<file path="src/rtl/mandel_iter.sv">
// mandel_iter: iteration controller for one Mandelbrot pixel.
// It sequences one shared multiplier through x*x, y*y and x*y. Then it forms
// z <- z^2 + c and checks for escape, overflow or the iteration limit.
//
// Ports
//   clock, reset          system clock, synchronous active-high reset
//   io_start              begin a pixel (sampled only when idle)
//   io_cx, io_cy          c, signed fixed point with 4 fractional bits
//   io_iter_max           iteration limit (0 finishes at once)
//   io_busy, io_done      busy level, one-cycle completion pulse
//   io_iter, io_escaped   completed iterations, escape/overflow flag
//   mul_start/a/b         request to the shared multiplier
//   mul_done/ovf/val      multiplier response (rounded, already >> 4)
//
// state  | meaning
// IDLE   | waiting for io_start
// MXX    | issue x*x
// WXX    | wait for x*x result
// MYY    | issue y*y
// WYY    | wait for y*y result
// MXY    | issue x*y
// WXY    | wait for x*y result
// UPDATE | form z^2 + c, test escape and limit
module mandel_iter #(
  parameter int ITERW = 8
) (
  input  logic             clock,
  input  logic             reset,
  input  logic             io_start,
  output logic             io_busy,
  output logic             io_done,
  input  logic [24:0]      io_cx,
  input  logic [24:0]      io_cy,
  input  logic [ITERW-1:0] io_iter_max,
  output logic [ITERW-1:0] io_iter,
  output logic             io_escaped,
  output logic             mul_start,
  output logic [24:0]      mul_a,
  output logic [24:0]      mul_b,
  input  logic             mul_done,
  input  logic             mul_ovf,
  input  logic [24:0]      mul_val
);

  typedef enum logic [2:0] {
    IDLE, MXX, WXX, MYY, WYY, MXY, WXY, UPDATE
  } state_t;

  state_t r_state;
  state_t w_state_nxt;

  logic [24:0]      r_cx, r_cy, r_x, r_y, r_xx, r_yy, r_xy;
  logic [ITERW-1:0] r_iter_max, r_iter;
  logic             r_ovf, r_busy, r_done, r_escaped;

  logic signed [26:0] w_xx_e, w_yy_e, w_xy2_e, w_cx_e, w_cy_e;
  logic signed [26:0] w_mag, w_nx, w_ny;
  logic               w_nx_out, w_ny_out, w_escape, w_last;
  logic [ITERW-1:0]   w_iter_inc;

  // All 25-bit terms are sign-extended to 27 bits, so the sums cannot wrap.
  assign w_xx_e  = {{2{r_xx[24]}}, r_xx};
  assign w_yy_e  = {{2{r_yy[24]}}, r_yy};
  assign w_xy2_e = {r_xy[24], r_xy, 1'b0};
  assign w_cx_e  = {{2{r_cx[24]}}, r_cx};
  assign w_cy_e  = {{2{r_cy[24]}}, r_cy};

  assign w_mag = w_xx_e + w_yy_e;
  assign w_nx  = w_xx_e - w_yy_e + w_cx_e;
  assign w_ny  = w_xy2_e + w_cy_e;

  // A value fits in 25 bits only when its top three bits agree.
  assign w_nx_out = (w_nx[26:24] != 3'b000) && (w_nx[26:24] != 3'b111);
  assign w_ny_out = (w_ny[26:24] != 3'b000) && (w_ny[26:24] != 3'b111);

  // A magnitude of exactly 4.0 (64) stays inside the set.
  assign w_escape   = r_ovf || (w_mag > 27'sd64) || w_nx_out || w_ny_out;
  assign w_iter_inc = r_iter + 1'b1;
  assign w_last     = (w_iter_inc == r_iter_max);

  always_ff @(posedge clock) begin
    if (reset) r_state <= IDLE;
    else       r_state <= w_state_nxt;
  end

  always_comb begin
    w_state_nxt = r_state;
    mul_start   = 1'b0;
    mul_a       = '0;
    mul_b       = '0;
    case (r_state)
      IDLE: begin
        if (io_start && (io_iter_max != '0)) w_state_nxt = MXX;
      end
      MXX: begin
        mul_start   = 1'b1;
        mul_a       = r_x;
        mul_b       = r_x;
        w_state_nxt = WXX;
      end
      WXX: begin
        mul_a = r_x;
        mul_b = r_x;
        if (mul_done) w_state_nxt = MYY;
      end
      MYY: begin
        mul_start   = 1'b1;
        mul_a       = r_y;
        mul_b       = r_y;
        w_state_nxt = WYY;
      end
      WYY: begin
        mul_a = r_y;
        mul_b = r_y;
        if (mul_done) w_state_nxt = MXY;
      end
      MXY: begin
        mul_start   = 1'b1;
        mul_a       = r_x;
        mul_b       = r_y;
        w_state_nxt = WXY;
      end
      WXY: begin
        mul_a = r_x;
        mul_b = r_y;
        if (mul_done) w_state_nxt = UPDATE;
      end
      UPDATE: begin
        if (w_escape || w_last) w_state_nxt = IDLE;
        else                    w_state_nxt = MXX;
      end
      default: w_state_nxt = IDLE;
    endcase
  end

  always_ff @(posedge clock) begin
    if (reset) begin
      r_cx       <= '0;
      r_cy       <= '0;
      r_x        <= '0;
      r_y        <= '0;
      r_xx       <= '0;
      r_yy       <= '0;
      r_xy       <= '0;
      r_iter_max <= '0;
      r_iter     <= '0;
      r_ovf      <= 1'b0;
      r_busy     <= 1'b0;
      r_done     <= 1'b0;
      r_escaped  <= 1'b0;
    end else begin
      r_done <= 1'b0;
      case (r_state)
        IDLE: begin
          if (io_start) begin
            r_cx       <= io_cx;
            r_cy       <= io_cy;
            r_iter_max <= io_iter_max;
            r_x        <= '0;
            r_y        <= '0;
            r_iter     <= '0;
            r_ovf      <= 1'b0;
            r_escaped  <= 1'b0;
            // A zero limit completes immediately without using the multiplier.
            if (io_iter_max == '0) r_done <= 1'b1;
            else                   r_busy <= 1'b1;
          end
        end
        WXX: begin
          if (mul_done) begin
            r_xx  <= mul_val;
            r_ovf <= r_ovf | mul_ovf;
          end
        end
        WYY: begin
          if (mul_done) begin
            r_yy  <= mul_val;
            r_ovf <= r_ovf | mul_ovf;
          end
        end
        WXY: begin
          if (mul_done) begin
            r_xy  <= mul_val;
            r_ovf <= r_ovf | mul_ovf;
          end
        end
        UPDATE: begin
          if (w_escape) begin
            r_escaped <= 1'b1;
            r_done    <= 1'b1;
            r_busy    <= 1'b0;
          end else begin
            r_x    <= w_nx[24:0];
            r_y    <= w_ny[24:0];
            r_iter <= w_iter_inc;
            if (w_last) begin
              r_done <= 1'b1;
              r_busy <= 1'b0;
            end
          end
        end
        default: ;
      endcase
    end
  end

  assign io_busy    = r_busy;
  assign io_done    = r_done;
  assign io_iter    = r_iter;
  assign io_escaped = r_escaped;

endmodule
</file>
<file path="config.mk">
export PLATFORM = sky130hd
export DESIGN_NAME = mandel_iter
export DESIGN_NICKNAME = d
export VERILOG_FILES = /design/src/rtl/mandel_iter.sv
export SDC_FILE = /design/constraint.sdc
export NUM_CORES = 1
export LEC_CHECK = 0
export CORE_ASPECT_RATIO = 0.5
export CORE_UTILIZATION = 30
export CTS_BUF_LIST = sky130_fd_sc_hd__clkbuf_8
export CTS_CLUSTER_SIZE = 16
export DETAILED_ROUTE_END_ITERATION = 12
export GPL_TIMING_DRIVEN = 0
export PLACE_DENSITY = 0.54
export REMOVE_ABC_BUFFERS = 1
export SYNTH_ARGS = -nofsm -noshare
export SYNTH_HDL_FRONTEND = slang
export SYNTH_SLANG_ARGS = --single-unit
export TNS_END_PERCENT = 100
</file>
<file path="constraint.sdc">
create_clock -name clock -period 12.9 [get_ports clock]
set_input_delay 2.58 -clock clock [delete_from_list [all_inputs] [get_ports clock]]
set_output_delay 2.58 -clock clock [all_outputs]
set_load 0.1 [all_outputs]
</file>
# After elaboration in Yosys (flattened, before gate mapping)
# Cells that the tools add are included.
# totals
inputBits	88
latch_bits	0
register_bits	198
rom_bits	0
ramBits	0
memories	0
# classes
muxes	32
bitwise	1
n_div	0
reduce_logical	29
n_eq_ne	20
shifts	0
order_cmp	1
multipliers	0
addsub	5
# ops
cell	count
25-bit one-hot mux with 2 select lines	4
25-bit two-way mux	3
26-bit by 25-bit adder with 27-bit output	2
25-bit by 25-bit adder with 26-bit output	1
26-bit by 8-bit > comparator with 1-bit output, second input constant	1
25-bit by 25-bit subtractor with 26-bit output	1
3-bit one-hot mux with 8 select lines	1
8-bit two-way mux	2
2-bit != test, second input constant	8
8-bit one-hot mux with 2 select lines	1
1-bit two-way mux	13
3-bit == test, second input constant	4
3-bit two-way mux	4
3-bit != test, second input constant	3
3-bit AND reduction	3
8-bit by 1-bit adder with 8-bit output, second input constant	1
8-bit == test	1
8-bit logical NOT	1
1-bit one-hot mux with 2 select lines	4
2-bit AND reduction	4
4-bit AND reduction	2
8-bit nonzero test	1
4-bit OR reduction	2
3-bit by 2-bit == test with 1-bit output, second input constant	2
10 further kinds	19

# Logic depth before layout (Yosys ltp)
# Gate-level depths: netlist of the first run.
# logic_depth
depth_word	9
depth_mapped	18
depth_no_buf	16

# Worst setup path after synthesis of the first run
# Ideal clock, no wire load.
# synth_path
path_type	reg-to-output
startpoint	reg r_state[0]
endpoint	out mul_b[10]
stages_incl_launch_ff	7
path_slack_ns	7.895
n_path_buf	3
required_time_ns	10.320
arrival_time_ns	2.425
path_cell_list	dfxtp_1 -> clkbuf_1 -> xor2_1 -> nor2b_1 -> clkbuf_1 -> clkbuf_1 -> a22o_1
# synth_via
elab_chain_cells	3
# synth_lines
element	line_no	rtl
start, declared	49	state_t r_state;
start signal, assigned	83	else r_state <= w_state_nxt;
3-bit == test, or another cell as far along	91	case (r_state)
4-bit OR reduction (no line) / 2-bit OR reduction (equally long branches)	n/a	
25-bit one-hot mux with 2 select lines (*)	91	
end, declared	39	output logic [24:0] mul_b,
# Mark *: on every way between the ends. The rest lies on a longest branch, timed or not.

# Worst setup path after layout of the first run
# layout_path
startpoint	reg r_state[1]
endpoint	out mul_b[17]
# The elaborated chain is that of the path after synthesis.

==> results of run 1 <==
## power breakdown
part           internal (mW)  switching [mW]
combinational          0.207           0.347
sequential             0.634          0.0186
clock                  0.215           0.243
## layer usage
metal / wire length, um / vias to the layer above / GRT usage, % / share of wire (%)
li1: - / 5935 / - / -
met1: 21000 / 5627 / 27.6 / 53
met2: 17300 / 166 / 28.0 / 43
met3: 1290 / 23 / 2.97 / 3.2
met4: 377 / 0 / 3.18 / 0.95
met5: 0 / - / 0 / 0
## state kept, by name (all words and copies together), names as in the netlist
name	count
r_cy	25
io_escaped	1
io_busy	1
r_state	3
r_iter_max	8
r_y	25
r_x	25
r_cx	25
io_iter	8
r_ovf	1
r_xx	25
r_xy	25
r_yy	25
io_done	1
## cells by family after synthesis
| logic type | after synthesis | synth area share [%] |
|---|---|---|
| AND/OR/NAND/NOR | 584 | 20.1 |
| AO/OA/AOI/OAI | 491 | 24.3 |
| adder cells (fa/ha/maj) | 105 | 12.1 |
| buffers and inverters | 210 | 6.60 |
| XOR/XNOR | 68 | 4.74 |
| multiplexers | 8 | 0.657 |
| flip-flops | 198 | 31.5 |
## synth_stat cells, drive strengths merged, types with 6 or more instances
master   instances
nand2b           6
and4            10
o21ai           40
a211oi          10
a21oi          273
xnor2           43
a31o             6
clkbuf          78
a21o            25
nor2b           11
a31oi            9
nand3           85
ha              78
nand4           15
fa              27
a22o            51
a2111oi          6
nor2            42
o21a             7
xor2            25
buf             13
dfxtp          198
nor3            13
o21bai          11
and3             9
nand2          375
inv            119
o211ai          14
mux2i            6
## per-stage QoR
step | worst slack, ps | instances
3_3_place_gp | 3320 | 2262
3_5_place_dp | 7080 | 2273
4_1_cts | 6540 | 2305
2_1_floorplan | 6960 | 1573
5_1_grt | 6330 | 2305
6_report | 6530 | 2305
## worst reg2reg max path, stage by stage (launching register included)
cell	delay, ps
dfxtp_1	370
inv_1	100
fa_1	540
inv_1	80
fa_1	460
a21o_1	210
a221o_1	330
o2111ai_1	310
nand3_1	280
a311oi_1	550
nor3b_1	250
o311ai_1	120
a211oi_2	730
nand4_1	640
buf_8	370
buf_16	170
buf_8	160
nand3_1	80
a21oi_1	70
## worst max-delay path by stage
stage / from / to / slack (ps) / cells past startpoint
floorplan: r_state[1] / mul_b[0] / 6960 / 3
finish: r_state[1] / mul_b[17] / 6530 / 5
global placement: reset / io_iter[3] / 3320 / 5
global route: r_state[1] / mul_b[17] / 6330 / 5
CTS: r_state[1] / mul_b[17] / 6540 / 5
detailed placement: r_xx[1] / r_x[13] / 7080 / 18
## final cells by class
class,instances,area [sq um],area share [%]
Clock buffer,18,248,1.65
Clock inverter,14,184,1.22
Inverter,119,447,2.97
Multi-Input combinational cell,1256,7810,51.9
Sequential cell,198,3960,26.3
Tap cell,540,676,4.49
Timing Repair Buffer,160,1720,11.4
==> out/metrics.yaml, run 1 <==
hold_class: "flop to flop"
fill_cells: 4343
worst_hold_slack_ps: 461
worst-path-buf-inv: 2
n_antenna_cell: 0
r2r_start: "r_xx[1]"
period_share_pct: 49.4
crit_arrival_ps: 3790
drive_gt1_share_pct: 3.51
cts_made_buffers: 17
grt_max_degree: 108
drt_iter0_markers: 844
ant_nets: 0
final_core_util_pct: 36.8
rr_endpoint: "r_y[10]"
h-tree-depth: 4
routed_wl_um: 39900
drt_pass1_iterations: 5
critPathSlowestCell: "clkdlybuf4s50_1"
grt_use_total_pct: 18.5
synth.area.top_cells: "dfxtp_1 (32%), nand2_1 (11%), a21oi_1 (11%)"
die-area_sq_mm: 0.0428
slew_headroom_pct: 8.09
hold_buffers: 0
hpwl_um: 29900
viasPerCell: 5.10
yosysTopAreaCell: "dfxtp_1"
clockBufferDepth: 2
vias: 11800
rsz0062_at_grt: "no"
place_area_sq_mm: 0.0146
min_path_cells: 2
min_to: "r_cx[11]"
crit_chain: "xor2_2 -> nor2b_2 -> buf_16 -> a22o_1 -> clkdlybuf4s50_1"
grt.overflow.total: 0
worst_slew_pin_slew_ps: 1370
period_needed_ps: 6370
ys_seq_elements: 198
antenna_found_initial: 0
final_cell_mix: "nand2_1 (375), a21oi_1 (273), dfxtp_1 (198)"
async_flop_share_pct: 0
skew_ps: 17.5
cts_root_buffer: "clkbuf_8"
initial_core_util_pct: 30.8
clk_pin_slew_ps: 110
finalPower_mw: 1.66
core-area_sq_mm: 0.0409
grt_pass1_vias: 11000
drt-wirelength-per-cell_um: 17.3
layout_commonest_cell: "nand2_1"
die_x_um: 291
insertion_delay_ps: 510
cpPeakStageDelay_ps: 1160
cts_tree: "done"
finalSetupViolations: 0
yosysSeqAreaShare_pct: 31.5
yosys_warnings: 0
cp-end-kind: "output pin"
status: "finished clean"
cts_resized: 0
place_congestion: 0.867
required_ps: 10320
r2r_cells: 18
min_from: "r_cx[11]"
cts.sinks: 198
critical_path.startpoint_type: "flop"
area_growth_pct: 19.7
chipHeight_um: 147
leakage_nw: 5.80
crit_type: "flop to output pin"
rrSetupSlack_ps: 6970
p_per_area_mw_per_mm2: 111
design_area_sq_mm: 0.0150
grt_pass1_wl_um: 62300
tns_ps: 0
post_cts_buffers: 0
fp-row-count: 52
finalHoldViolCount: 0
syn_area_sq_mm: 0.0126
io_buffer_count: 149
synth_edf_count: 0
syn_inst: 1664
nets: 1945
yosys.cell_types.count: 64
max_freq_mhz: 157
avgSynthCellArea_sq_um: 7.55
drcViolationCount: 0
cp_max_fo: 18
netlist.area_leader.share_pct: 31.5
synthFlopType: "dfxtp_1"
ir_worst_vdd_mv: 0.0446
slew_violations: 0
maxCapViolations: 0
critPathTopFamily: "buffers and inverters"
ios: 150
Power figures use the tool's default switching activity.
==> run 2, diff against run 1 <==
==> constraint.sdc (replaced) <==
create_clock -name clock -period 6.13 [get_ports clock]
set_input_delay 1.226 -clock clock [delete_from_list [all_inputs] [get_ports clock]]
set_output_delay 1.226 -clock clock [all_outputs]
set_load 0.1 [all_outputs]
==> run 2 against run 1 <==
  * Count of clock-buffer cells in the layout unchanged
  * Total power up 110%
  * Global-route usage unchanged
  * Wire length down 0.24%
  * Final cell count about the same
  * Combinational power up 110%
  * Clock skew down 1.1 ps
  * Worst hold slack better by 1.4 ps
  * Sequential power up 110%
  * Critical path type is now flop to flop
  * Critical endpoint is now r_x[17]
  * Largest power group unchanged
==> out/metrics.yaml, run 2 (synthesis results as in run 1) <==
crit_arrival_ps: 6170  # +2380 ps
final_cell_mix: "nand2_1 (375), a21oi_1 (273), dfxtp_1 (198)"
rsz0062_at_grt: "no"
ios: 150  # unchanged
finalPower_mw: 3.50  # +110%
worst_slew_pin_slew_ps: 1390  # +14.5 ps
finalSetupViolations: 0  # unchanged
grt_use_total_pct: 18.5  # unchanged
critPathTopFamily: "compound AO/OA/AOI/OAI gates"
io_buffer_count: 149  # unchanged
ant_nets: 0  # unchanged
crit_chain: "inv_1 -> fa_1 -> inv_1 -> fa_1 -> a21o_1 -> a221o_1 -> o2111ai_1 -> nand3_1 -> a311oi_1 -> nor3b_1 -> o311ai_1 -> a211oi_2 -> and4_2 -> buf_12 -> nand3_1 -> a21oi_1"
status: "finished clean"
skew_ps: 16.4  # -1.10 ps
post_cts_buffers: 0  # unchanged
cts_resized: 0  # unchanged
critical_path.startpoint_type: "flop"
period_needed_ps: 5740
drt_pass1_iterations: 5  # unchanged
insertion_delay_ps: 510  # about the same
grt_pass1_vias: 11000  # unchanged
leakage_nw: 5.81  # about the same
die-area_sq_mm: 0.0428  # unchanged
slew_violations: 0  # unchanged
clockBufferDepth: 2  # unchanged
period_share_pct: 93.6
grt_max_degree: 108  # unchanged
area_growth_pct: 19.8  # about the same
drt-wirelength-per-cell_um: 17.3  # -0.29%
n_antenna_cell: 0  # unchanged
critPathSlowestCell: "and4_2"
grt_pass1_wl_um: 62300  # unchanged
clk_pin_slew_ps: 110  # about the same
die_x_um: 291  # unchanged
antenna_found_initial: 0  # unchanged
maxCapViolations: 0  # unchanged
nets: 1946  # +0.051%
drcViolationCount: 0  # unchanged
drive_gt1_share_pct: 3.57  # +0.055 points
hpwl_um: 29900  # unchanged
p_per_area_mw_per_mm2: 233  # +110%
crit_type: "flop to flop"
vias: 11800  # +0.36%
cts_tree: "done"
max_freq_mhz: 174
finalHoldViolCount: 0  # unchanged
required_ps: 6570  # -3750 ps
slew_headroom_pct: 7.12  # -0.97 points
cpPeakStageDelay_ps: 710  # -450 ps
core-area_sq_mm: 0.0409  # unchanged
layout_commonest_cell: "nand2_1"
worst_hold_slack_ps: 463  # +1.37 ps
viasPerCell: 5.11  # +0.31%
place_congestion: 0.867  # unchanged
h-tree-depth: 4  # unchanged
cp-end-kind: "flop"
initial_core_util_pct: 30.8  # unchanged
cts.sinks: 198  # unchanged
fp-row-count: 52  # unchanged
chipHeight_um: 147  # unchanged
routed_wl_um: 39800  # -0.24%
drt_iter0_markers: 827  # -2.0%
grt.overflow.total: 0  # unchanged
worst-path-buf-inv: 3  # +1
cts_root_buffer: "clkbuf_8"
hold_buffers: 0  # unchanged
hold_class: "flop to flop"
cp_max_fo: 34  # +16
cts_made_buffers: 17  # unchanged
ir_worst_vdd_mv: 0.0950  # +110%
## run 2: cell type report
cell class / count / area [sq um]
Timing Repair Buffer: 161 / 1730
Sequential cell: 198 / 3960
Fill cell: 4343 / 25800
Multi-Input combinational cell: 1256 / 7810
Tap cell: 540 / 676
Clock buffer: 18 / 248
Inverter: 119 / 447
Clock inverter: 14 / 184
## run 2: layer usage
| metal | global-route usage, % | part of all wire (%) | up-vias |
|---|---|---|---|
| met1 | 27.6 | 52 | 5628 |
| met3 | 2.97 | 3.8 | 24 |
| li1 | - | - | 5933 |
| met4 | 3.18 | 0.96 | 0 |
| met5 | 0 | 0 | - |
| met2 | 28.0 | 43 | 208 |
## run 2: report_power, final
part           internal (mW)  leakage, nW  switching (mW)  total [mW]
logic                  0.436         3.97           0.726        1.16
clock network          0.453        0.227           0.511       0.965
registers               1.33         1.60          0.0388        1.37
total                   2.22         5.81            1.28        3.50
## run 2: stage by stage
step                      util [%]  TNS [ps]  setup slack [ps]  instances  area (sq um)
after floorplan                  -         0               956       1573         12200
after global placement        35.1   -285740             -2090       2262         14400
after detailed placement      35.8         0               307       2273         14600
after CTS                     36.8         0               276       2305         15000
after global routing          36.8         0              98.0       2306         15100
final                         36.8         0               395       2306         15100
## run 2: path summary, 6_finish.rpt
check / slack [ps] / from / cells past startpoint / end
worst max-delay path: 390 / r_xx[1] / 16 / r_x[17]
worst min-delay path: 460 / r_cx[18] / 2 / r_cx[18]
worst min register to register: 460 / r_cx[18] / 2 / r_cx[18]
worst max register to register: 390 / r_xx[1] / 16 / r_x[17]
## run 2: worst reg2reg max path: stages, from the launching register on
cell and delay (ps):
dfxtp_1 370, inv_1 100, fa_1 540, inv_1 80, fa_1 460, a21o_1 210, a221o_1 330, o2111ai_1 300
nand3_1 280, a311oi_1 550, nor3b_1 250, o311ai_1 120, a211oi_2 680, and4_2 720, buf_12 290, nand3_1 200
a21oi_1 190
==> run 3, diff against run 2 <==
--- a/config.mk
+++ b/config.mk
@@ -11,6 +11,7 @@
 export CTS_CLUSTER_SIZE = 16
 export DETAILED_ROUTE_END_ITERATION = 12
 export GPL_TIMING_DRIVEN = 0
+export HOLD_SLACK_MARGIN = 0.03
 export PLACE_DENSITY = 0.54
 export REMOVE_ABC_BUFFERS = 1
 export SYNTH_ARGS = -nofsm -noshare
==> results of run 3 <==
No change in the layout: final DEF, timing and power equal those of run 2.
